`src/rtl/hazard_stall_ctrl_if.sv`:
```
// ============================================================================
// Module  : hazard_stall_ctrl_if
// Brief   : Pipeline-side signal bundle for the hazard/stall controller.
// Revision: 1.0 - initial release
// ============================================================================
`default_nettype none

interface hazard_stall_ctrl_if;
  logic [4:0] D_rs_addr;
  logic [4:0] D_rt_addr;
  logic [1:0] D_rs_tuse;
  logic [1:0] D_rt_tuse;
  logic       D_is_md;
  logic [4:0] E_wr_addr;
  logic [1:0] E_tnew;
  logic [4:0] M_wr_addr;
  logic [1:0] M_tnew;
  logic       E_md_start;
  logic       E_md_is_div;
  logic       F_pc_en;
  logic       FD_en;
  logic       DE_flush;
  logic       md_busy;
  logic       md_done;

  modport master (
    output D_rs_addr, D_rt_addr, D_rs_tuse, D_rt_tuse, D_is_md,
    output E_wr_addr, E_tnew, M_wr_addr, M_tnew, E_md_start, E_md_is_div,
    input  F_pc_en, FD_en, DE_flush, md_busy, md_done
  );

  modport slave (
    input  D_rs_addr, D_rt_addr, D_rs_tuse, D_rt_tuse, D_is_md,
    input  E_wr_addr, E_tnew, M_wr_addr, M_tnew, E_md_start, E_md_is_div,
    output F_pc_en, FD_en, DE_flush, md_busy, md_done
  );
endinterface

`default_nettype wire

```
`src/rtl/hazard_stall_ctrl.sv`:
```
// ============================================================================
// Module  : hazard_stall_ctrl
// Brief   : D-stage hazard/stall decision plus multiply/divide busy sequencer.
//           Define HAZARD_STALL_CNT_EN to add the 32-bit stall_cnt output.
// Revision: 1.0 - initial release
// ============================================================================
`default_nettype none

module hazard_stall_ctrl #(
  parameter int MULT_CYCLES = 5,
  parameter int DIV_CYCLES  = 10
) (
  input  wire                   clk,
  input  wire                   reset,
`ifdef HAZARD_STALL_CNT_EN
  output logic [31:0]           stall_cnt,
`endif
  hazard_stall_ctrl_if.slave    bus
);

  localparam logic [3:0] C_MULT_CNT = MULT_CYCLES[3:0];
  localparam logic [3:0] C_DIV_CNT  = DIV_CYCLES[3:0];

  typedef enum logic [0:0] {
    ST_IDLE = 1'b0,
    ST_BUSY = 1'b1
  } md_state_e;

  md_state_e  state_q, state_d;
  logic [3:0] cnt_q, cnt_d;

  logic w_rs_stall;
  logic w_rt_stall;
  logic w_md_stall;
  logic w_stall;
  logic w_busy;

  // A producer only blocks D when its result lands later than D needs it.
  always_comb begin
    w_rs_stall = 1'b0;
    w_rt_stall = 1'b0;
    if (bus.D_rs_addr != 5'd0) begin
      if ((bus.D_rs_addr == bus.E_wr_addr) && (bus.E_tnew > bus.D_rs_tuse))
        w_rs_stall = 1'b1;
      if ((bus.D_rs_addr == bus.M_wr_addr) && (bus.M_tnew > bus.D_rs_tuse))
        w_rs_stall = 1'b1;
    end
    if (bus.D_rt_addr != 5'd0) begin
      if ((bus.D_rt_addr == bus.E_wr_addr) && (bus.E_tnew > bus.D_rt_tuse))
        w_rt_stall = 1'b1;
      if ((bus.D_rt_addr == bus.M_wr_addr) && (bus.M_tnew > bus.D_rt_tuse))
        w_rt_stall = 1'b1;
    end
  end

  assign w_busy     = (state_q == ST_BUSY);
  assign w_md_stall = bus.D_is_md && (w_busy || bus.E_md_start);
  assign w_stall    = !reset && (w_rs_stall || w_rt_stall || w_md_stall);

  assign bus.F_pc_en  = !w_stall;
  assign bus.FD_en    = !w_stall;
  assign bus.DE_flush = w_stall;
  assign bus.md_busy  = !reset && w_busy;
  assign bus.md_done  = !reset && w_busy && (cnt_q == 4'd1);

  always_comb begin
    state_d = state_q;
    cnt_d   = cnt_q;
    case (state_q)
      ST_IDLE: begin
        if (bus.E_md_start) begin
          cnt_d   = bus.E_md_is_div ? C_DIV_CNT : C_MULT_CNT;
          state_d = ST_BUSY;
        end
      end
      ST_BUSY: begin
        // A new start while busy is deliberately ignored.
        cnt_d = cnt_q - 4'd1;
        if (cnt_q == 4'd1)
          state_d = ST_IDLE;
      end
      default: begin
        state_d = ST_IDLE;
        cnt_d   = 4'd0;
      end
    endcase
  end

  always_ff @(posedge clk) begin
    if (reset) begin
      state_q <= ST_IDLE;
      cnt_q   <= 4'd0;
    end else begin
      state_q <= state_d;
      cnt_q   <= cnt_d;
    end
  end

`ifdef HAZARD_STALL_CNT_EN
  logic [31:0] stall_cnt_q, stall_cnt_d;

  always_comb begin
    stall_cnt_d = stall_cnt_q;
    if (w_stall)
      stall_cnt_d = stall_cnt_q + 32'd1;
  end

  always_ff @(posedge clk) begin
    if (reset)
      stall_cnt_q <= 32'd0;
    else
      stall_cnt_q <= stall_cnt_d;
  end

  assign stall_cnt = stall_cnt_q;
`endif

endmodule

`default_nettype wire

```
`src/flat_wrapper.sv`:
```
// flat-port wrapper written by rule: the top's interface ports become plain ports
module hazard_stall_ctrl_flat 
#(
  parameter int MULT_CYCLES = 5,
  parameter int DIV_CYCLES  = 10
)
  (clk, reset, bus_D_rs_addr, bus_D_rt_addr, bus_D_rs_tuse, bus_D_rt_tuse, bus_D_is_md, bus_E_wr_addr, bus_E_tnew, bus_M_wr_addr, bus_M_tnew, bus_E_md_start, bus_E_md_is_div, bus_F_pc_en, bus_FD_en, bus_DE_flush, bus_md_busy, bus_md_done);
  hazard_stall_ctrl_if bus_i ();
  input  wire clk;
  input  wire reset;
  input wire logic [$bits(bus_i.D_rs_addr)-1:0] bus_D_rs_addr;
  input wire logic [$bits(bus_i.D_rt_addr)-1:0] bus_D_rt_addr;
  input wire logic [$bits(bus_i.D_rs_tuse)-1:0] bus_D_rs_tuse;
  input wire logic [$bits(bus_i.D_rt_tuse)-1:0] bus_D_rt_tuse;
  input wire logic [$bits(bus_i.D_is_md)-1:0] bus_D_is_md;
  input wire logic [$bits(bus_i.E_wr_addr)-1:0] bus_E_wr_addr;
  input wire logic [$bits(bus_i.E_tnew)-1:0] bus_E_tnew;
  input wire logic [$bits(bus_i.M_wr_addr)-1:0] bus_M_wr_addr;
  input wire logic [$bits(bus_i.M_tnew)-1:0] bus_M_tnew;
  input wire logic [$bits(bus_i.E_md_start)-1:0] bus_E_md_start;
  input wire logic [$bits(bus_i.E_md_is_div)-1:0] bus_E_md_is_div;
  output wire logic [$bits(bus_i.F_pc_en)-1:0] bus_F_pc_en;
  output wire logic [$bits(bus_i.FD_en)-1:0] bus_FD_en;
  output wire logic [$bits(bus_i.DE_flush)-1:0] bus_DE_flush;
  output wire logic [$bits(bus_i.md_busy)-1:0] bus_md_busy;
  output wire logic [$bits(bus_i.md_done)-1:0] bus_md_done;
  assign bus_i.D_rs_addr = bus_D_rs_addr;
  assign bus_i.D_rt_addr = bus_D_rt_addr;
  assign bus_i.D_rs_tuse = bus_D_rs_tuse;
  assign bus_i.D_rt_tuse = bus_D_rt_tuse;
  assign bus_i.D_is_md = bus_D_is_md;
  assign bus_i.E_wr_addr = bus_E_wr_addr;
  assign bus_i.E_tnew = bus_E_tnew;
  assign bus_i.M_wr_addr = bus_M_wr_addr;
  assign bus_i.M_tnew = bus_M_tnew;
  assign bus_i.E_md_start = bus_E_md_start;
  assign bus_i.E_md_is_div = bus_E_md_is_div;
  assign bus_F_pc_en = bus_i.F_pc_en;
  assign bus_FD_en = bus_i.FD_en;
  assign bus_DE_flush = bus_i.DE_flush;
  assign bus_md_busy = bus_i.md_busy;
  assign bus_md_done = bus_i.md_done;
  hazard_stall_ctrl #(.MULT_CYCLES(MULT_CYCLES), .DIV_CYCLES(DIV_CYCLES)) u_core (.clk(clk), .reset(reset), .bus(bus_i));
endmodule
```
`config.mk`:
```
export PLATFORM = sky130hd
export DESIGN_NAME = hazard_stall_ctrl_flat
export DESIGN_NICKNAME = d
export VERILOG_FILES = /design/src/rtl/hazard_stall_ctrl_if.sv /design/src/rtl/hazard_stall_ctrl.sv /design/src/flat_wrapper.sv
export SDC_FILE = /design/constraint.sdc
export NUM_CORES = 1
export LEC_CHECK = 0
export ABC_AREA = 1
export CAP_MARGIN = 30
export CORE_ASPECT_RATIO = 0.75
export CORE_MARGIN = 2
export CORE_UTILIZATION = 40
export CTS_CLUSTER_SIZE = 24
export DETAILED_ROUTE_END_ITERATION = 10
export PLACE_DENSITY = 0.77
export SLEW_MARGIN = 20
export SYNTH_ARGS = -nofsm -noshare
export SYNTH_HDL_FRONTEND = slang
export SYNTH_SLANG_ARGS = --single-unit
```
`constraint.sdc`:
```
create_clock -name clk -period 4.7 [get_ports clk]
set_input_delay 0.94 -clock clk [delete_from_list [all_inputs] [get_ports clk]]
set_output_delay 0.94 -clock clk [all_outputs]
set_load 0.05 [all_outputs]
```
==> results of run 1 <==
-- power by group through the flow --
stage | Clock, mW | Combinational [mW] | Sequential (mW)
floorplan | 0 | 0.0666 | 0.0503
finish | 0.0504 | 0.119 | 0.0508
detailed placement | 0 | 0.119 | 0.0514
global route | 0.0577 | 0.133 | 0.0514
global placement | 0 | 0.114 | 0.0511
CTS | 0.0535 | 0.119 | 0.0506
-- worst max-delay path: cells and delay by family --
family,cells,cell delay [ns]
AND/OR/NAND/NOR,7,0.56
AO/OA/AOI/OAI,1,0.07
adder cells (fa/ha/maj),1,0.32
buffers and inverters,4,1.34
-- flip-flops by register name, summed over array words and instances, names as in the netlist --
signal,count
u_core.state_q,1
u_core.cnt_q,4
-- kinds of logic (layout without fill, tap and decap cells) --
| family | count (synthesis) | after routing | synth area share, % |
|---|---|---|---|
| flip-flops | 5 | 5 | 11.4 |
| AND/OR/NAND/NOR | 90 | 90 | 44.1 |
| XOR/XNOR | 6 | 6 | 6.00 |
| adder cells (fa/ha/maj) | 10 | 10 | 14.3 |
| buffers and inverters | 37 | 77 | 16.3 |
| AO/OA/AOI/OAI | 13 | 13 | 7.86 |
-- cells in the final DEF, fill, tap and decap left out, types with 4 or more instances in the layout --
master / instances
nand2_1: 57
clkdlybuf4s50_1: 37
inv_1: 29
nor2_1: 13
ha_1: 10
nand3_1: 8
a21oi_1: 6
inv_2: 6
o21ai_0: 6
xor2_1: 5
dfxtp_1: 5
nor2_2: 4
-- routing by layer --
metal | routed length, um | global-route usage, % | vias up
li1 | - | - | 572
met1 | 1240 | 29.9 | 461
met2 | 1160 | 36.6 | 35
met3 | 214 | 4.97 | 4
met4 | 23 | 3.72 | 0
met5 | 0 | 0 | -
-- Yosys cell counts, drive strengths merged --
cell type / n / area [um^2]
ha: 10 / 125
nand4: 1 / 6.26
nor3: 2 / 10.0
xor2: 5 / 43.8
inv: 35 / 131
a221oi: 1 / 8.76
nand3: 11 / 70.1
nand2: 59 / 226
dfxtp: 5 / 100
xnor2: 1 / 8.76
nor2: 17 / 73.8
clkinv: 1 / 3.75
a21oi: 6 / 30.0
o21ai: 6 / 30.0
buf: 1 / 7.51
-- worst max-delay path by stage --
stage                startpoint      endpoint  slack (ns)  depth (start not counted)
2_1_floorplan     bus_E_tnew[0]  bus_DE_flush        1.55                         13
3_3_place_gp   bus_D_rt_tuse[1]  bus_DE_flush        0.57                         15
3_5_place_dp   bus_D_rs_tuse[1]  bus_DE_flush        0.51                         13
4_1_cts        bus_D_rs_tuse[1]  bus_DE_flush        0.51                         13
5_1_grt        bus_D_rs_tuse[1]  bus_DE_flush        0.37                         13
6_report       bus_D_rs_tuse[1]  bus_DE_flush        0.52                         13
-- metrics by stage --
| stage | cells | power, mW | util [%] | hold slack [ns] | worst slack (ns) |
|---|---|---|---|---|---|
| CTS | 225 | 0.223 | 63.7 | 0.470 | 0.510 |
| finish | 225 | 0.221 | 63.7 | 0.465 | 0.521 |
| global route | 225 | 0.242 | 63.7 | 0.490 | 0.374 |
| global placement | 221 | 0.165 | 62.4 | 0.455 | 0.572 |
| detailed placement | 221 | 0.170 | 62.4 | 0.463 | 0.511 |
| floorplan | 161 | 0.117 | - | 0.438 | 1.55 |
-- area by class of cell --
cell class                      instances  area, um^2  area share, %
Inverter                               36         135           10.4
Tap cell                               24        30.0           2.32
Timing Repair Buffer                   37         370           28.6
Multi-Input combinational cell        119         633           48.9
Clock buffer                            4        26.3           2.03
Sequential cell                         5         100           7.73
==> impl_results.md, run 1 <==
- Status: completed
- Die height: 44.5 um
- Final Net Count: ~250
- Maxcap violations: 0
- HP Start: u_core.cnt_q[1]
- WS Path Type: in2out
- Fmax: 239 MHz
- GRT overflow: 0
- Tot GR Track Use: 22.1%
- Clock buffer depth: 2
- Hold Buf Count CTS: 0
- Largest net degree at the start of global routing: 7
- Internal power: 0.134 mW
- Slew headroom: 66.0%
- Final hold violations: 0
- Cell row count: 14
- CTS tree: built
- Crit path DAT: 3.24 ns
- # diodes: 0
- Detail Route Antenna Nets: 0
- Leakage: 0.702 nW
- CTS H-Tree Depth: 1
- Switching power: between 0.08 and 0.09 mW
- Fin crit period: 4.18 ns
- Num ports: 38
- Post-Syn Instances: 161
- Slew @ Worst Pin: 0.509 ns
- Synth Cell Area: 876 um^2
- Final Cycle Share: 88.9%
- Initial Util: 43.1%
- Fill count: 212
- Placer Congestion: 0.888
- Die span in x: 58.0 um
- Power per cell area: 170 mW/mm^2
- Root Buffer: clkbuf_4
- R2r setup slk: 3.49 ns
- Avg Cell Area, Syn: 5.44 um^2
- Post-Route WL: about 2600 um
- Clock network power share: 22.8%
- Crit-path cells: clkdlybuf4s50_1 > inv_1 > ha_1 > nand2_1 > o21ai_0 > nor2_1 > nand3_1 > nand2_1 > nand2_1 > nand3_2 > nand2_2 > inv_2 > clkdlybuf4s50_1
- Core region area: 0.00203 mm^2
- Seq cells post-synth: 5
- Routed vias: 1072
- CP Launch Type: input pin
- Number of iterations in the first detailed-routing pass: 4
- Post-DP HPWL: approximately 2300 um
- Worst path most repeated cell: nand2_1
- Worst-skew pair later-pin latency: around 0.24 ns
- IO buf count: 37
- R2R cell count: 5
- DRT iter0 DRCs: 75
- Crit Path Max Fanout: 3
- Post-CTS setup buffers: 0
- Combinational power share: 54.1%
- PostCTS Resize Cnt: 0
- DRC Markers: 0
- Reg2reg start: u_core.cnt_q[0]
- Share of layout cells above drive strength 1: between 8 and 9%
- WHS Endpoint: u_core.cnt_q[1]
- Area Growth Syn to Fin: 47.9%
- Sink Count: 5
- Slowest CP cell: clkdlybuf4s50_1
- Final Instance Area: ~0.0013 mm^2
- Placed instance area: 0.00127 mm^2
- First-pass GRT wire length: 4360 um
- Reg power frac: between 20 and 25%
- Required @ worst endpoint: 3.76 ns
- Final Max Tran Viols: 0
- Worst IR drop on VDD: 0.000176 V
- Critical R2R Capture: u_core.cnt_q[2]
- Crit. End Element: output port
- Number of global-route vias before repair: 1019
- Vias per Instance: 4.76
- Avg WL per Cell: 11.7 um
- Syn Nets: 204
- RSZ-0062 raised after global routing: false
- Hold Crit Depth: 2
- CTS buffer count: 3
- DIE AREA: 0.00258 mm^2
- Yosys warnings: 0
- Clock-pin slew on the worst setup and hold paths: 0.04 ns
- Sum Neg Setup Slack: 0 ns
- Part of the Yosys area used for sequential elements: 11.4%
- Final setup fails: 0
- Initial antenna violation count: 0
- Hold Crit Class: reg2reg
- Crit path largest cell delay: 0.79 ns
- Clk_skew: 0.00350 ns
- Switching power share of the total: 39.1%
- Netlist cell types: 19
Power figures use the tool's default switching activity.
==> inputs of run 2 (changes only) <==
--- a/config.mk
+++ b/config.mk
@@ -10,6 +10,7 @@
 export CORE_ASPECT_RATIO = 0.75
 export CORE_MARGIN = 2
 export CORE_UTILIZATION = 40
+export CTS_CLUSTER_DIAMETER = 100
 export CTS_CLUSTER_SIZE = 24
 export DETAILED_ROUTE_END_ITERATION = 10
 export PLACE_DENSITY = 0.77
==> results of run 2 <==
No change in the layout: final DEF, timing and power equal those of run 1.
==> inputs of run 3 (changes only) <==
--- a/config.mk
+++ b/config.mk
@@ -8,7 +8,6 @@
 export ABC_AREA = 1
 export CAP_MARGIN = 30
 export CORE_ASPECT_RATIO = 0.75
-export CORE_MARGIN = 2
 export CORE_UTILIZATION = 40
 export CTS_CLUSTER_DIAMETER = 100
 export CTS_CLUSTER_SIZE = 24
==> impl_results.md, run 3 (synthesis results as in run 1) <==
- Status: completed
- # diodes: 0 (unchanged)
- Commonest non-fill, non-tap cell in the layout: nand2_1
- Crit path DAT: 3.23 ns (about the same)
- Vias per Instance: 4.69 (-1.5%)
- DRT iter0 DRCs: 36 (-52%)
- Slew @ Worst Pin: 0.516 ns (+0.00689 ns)
- IO buf count: 37 (unchanged)
- Fin util: 63.7% (unchanged)
- Dpl cells: 221 (unchanged)
- Critical R2R Capture: u_core.cnt_q[2]
- HP Start: u_core.cnt_q[1]
- Die height: 42.5 um (-4.5%)
- Clk_skew: 0.00435 ns (+0.000850 ns)
- Worst IR drop on VDD: 0.000151 V (-14%)
- Fin crit period: 4.17 ns (-0.0121 ns)
- R2R cell count: 5 (unchanged)
- Share of layout cells above drive strength 1: 8.96% (unchanged)
- WHS Endpoint: u_core.cnt_q[1]
- WS Path Type: in2out
- Reg with most FFs: u_core.cnt_q
- Hold Buf Count CTS: 0 (unchanged)
- Largest register FFs: 4 (unchanged)
- Finished Layout Cells: 225 (unchanged)
- Core region area: 0.00203 mm^2 (unchanged)
- Power per cell area: 171 mW/mm^2 (+0.26%)
- Largest net degree at the start of global routing: 7 (unchanged)
- Sum Neg Setup Slack: 0 ns (unchanged)
- Post-Route WL: 2490 um (-5.7%)
- Clock buffer depth: 2 (unchanged)
- DR top layer: met4
- RSZ-0062 raised after global routing: false
- Hold_ws: 0.468 ns (+0.00271 ns)
- Die span in x: 56.0 um (-3.4%)
- Met1 wire length: 1270 um (+2.9%)
- Initial Util: 43.1% (unchanged)
- Avg WL per Cell: 11.0 um (-5.7%)
- Post-DP HPWL: 2160 um (-7.7%)
- CP Launch Type: input pin
- Detail Route met2 WL: 1090 um (-6.3%)
- Final Net Count: 245 (unchanged)
- Tot GR Track Use: 23.0% (+0.92 points)
- Crit. End Element: output port
- CTS tree: built
- First-pass GRT wire length: 4280 um (-1.7%)
- Critical path's top delay family: buffers and inverters
- DIE AREA: 0.00238 mm^2 (-7.8%)
- Cell row count: 14 (unchanged)
- Crit-path cells: clkdlybuf4s50_1 > inv_1 > ha_1 > nand2_1 > inv_1 > nor2_2 > nand2_2 > nor2_2 > nand2_1 > nand2_1 > nand2_1 > nand3_2 > nand2_2 > inv_2 > clkdlybuf4s50_1
- Hold Crit Depth: 2 (unchanged)
- GRT overflow: 0 (unchanged)
- Slew headroom: 65.5% (-0.46 points)
- Final Cycle Share: 88.7% (-0.26 points)
- Initial antenna violation count: 0 (unchanged)
- Number of global-route vias before repair: 1003 (-1.6%)
- Routed vias: 1056 (-1.5%)
- Commonest cells after routing, fill and taps aside: nand2_1 (57), clkdlybuf4s50_1 (37), inv_1 (29), nor2_1 (13), ha_1 (10)
- Largest registers: u_core.cnt_q: 4 flops, u_core.state_q: 1 flops
- Leakage: 0.702 nW (unchanged)
- CTS H-Tree Depth: 1 (unchanged)
- Hold Crit Class: reg2reg
- Maxcap violations: 0 (unchanged)
- Root Buffer: clkbuf_4
- Area Growth Syn to Fin: 47.9% (unchanged)
- Crit path largest cell delay: 0.79 ns (about the same)
- R2r setup slk: 3.51 ns (+0.02 ns)
- Worst path most repeated cell: nand2_1
- Clock-pin slew on the worst setup and hold paths: 0.04 ns (about the same)
- Fmax: 240 MHz (+0.29%)
- Worst-skew pair later-pin latency: 0.25 ns (about the same)
- Reg2reg start: u_core.cnt_q[0]
- CP bufs+invs: 5 (+1)
- DRC Markers: 0 (unchanged)
- Sink Count: 5 (unchanged)
- PostCTS Resize Cnt: 0 (unchanged)
- WL met3: 111 um (-48%)
- Post-CTS setup buffers: 0 (unchanged)
- Final setup fails: 0 (unchanged)
- Crit Path Max Fanout: 3 (unchanged)
- Detail Route Antenna Nets: 0 (unchanged)
- CTS buffer count: 3 (unchanged)
- Final Max Tran Viols: 0 (unchanged)
- Required @ worst endpoint: 3.76 ns (about the same)
- Number of iterations in the first detailed-routing pass: 6 (+2)
- Placer Congestion: 0.903 (+1.7%)
- Slowest CP cell: clkdlybuf4s50_1
- Num ports: 38 (unchanged)
- Final hold violations: 0 (unchanged)
run 3: cell counts in the layout (fill, tap and decap cells not counted):
Identical to the previous run, type by type.
run 3: area by class of cell:
class | count | area, um^2
multi-input cells | 119 | 633
fillers | 206 | 737
inverters | 36 | 135
repair buffers | 37 | 370
flip-flops and latches | 5 | 100
clock buffers | 4 | 26.3
well taps | 24 | 30.0
run 3: metrics by stage:
stage	setup slack, ns	power, mW	area [um^2]
after floorplan	1.55	0.117	876
after global placement	0.569	0.164	1270
after detailed placement	0.536	0.168	1270
after CTS	0.526	0.223	1290
after global routing	0.400	0.240	1290
final	0.533	0.221	1290
run 3: power breakdown:
group / switching [mW] / total, mW / leakage (nW) / internal [mW]
Sequential: 0.00342 / 0.0506 / 0.0417 / 0.0471
Clock: 0.0199 / 0.0521 / 0.0150 / 0.0322
Combinational: 0.0635 / 0.119 / 0.646 / 0.0551
Total: 0.0868 / 0.221 / 0.702 / 0.134
run 3: worst max path at each step:
stage | start | endpoint | slack [ns] | cells after the start
after floorplan | bus_E_tnew[0] | bus_DE_flush | 1.55 | 13
final | bus_D_rt_tuse[1] | bus_DE_flush | 0.53 | 15
after global routing | bus_D_rt_tuse[1] | bus_DE_flush | 0.40 | 15
after detailed placement | bus_D_rt_tuse[1] | bus_DE_flush | 0.54 | 15
after global placement | bus_D_rt_tuse[1] | bus_DE_flush | 0.57 | 15
after CTS | bus_D_rt_tuse[1] | bus_DE_flush | 0.53 | 15
run 3: worst register-to-register path: cells and delay by family, from the launching register on:
| kind | cells | cell delay [ns] |
|---|---|---|
| buffers and inverters | 1 | 0.09 |
| adders and majority gates | 1 | 0.22 |
| and+or+nand+nor | 1 | 0.07 |
| xor gates and xnor gates | 1 | 0.14 |
| AOI/OAI and AO/OA | 1 | 0.23 |
| DFF | 1 | 0.35 |
run 3: layer usage:
metal / global-route usage [%] / up-vias
met2: 37.6 / 32
met5: 0 / -
met4: 2.93 / 0
met3: 5.25 / 2
met1: 31.7 / 452
li1: - / 570
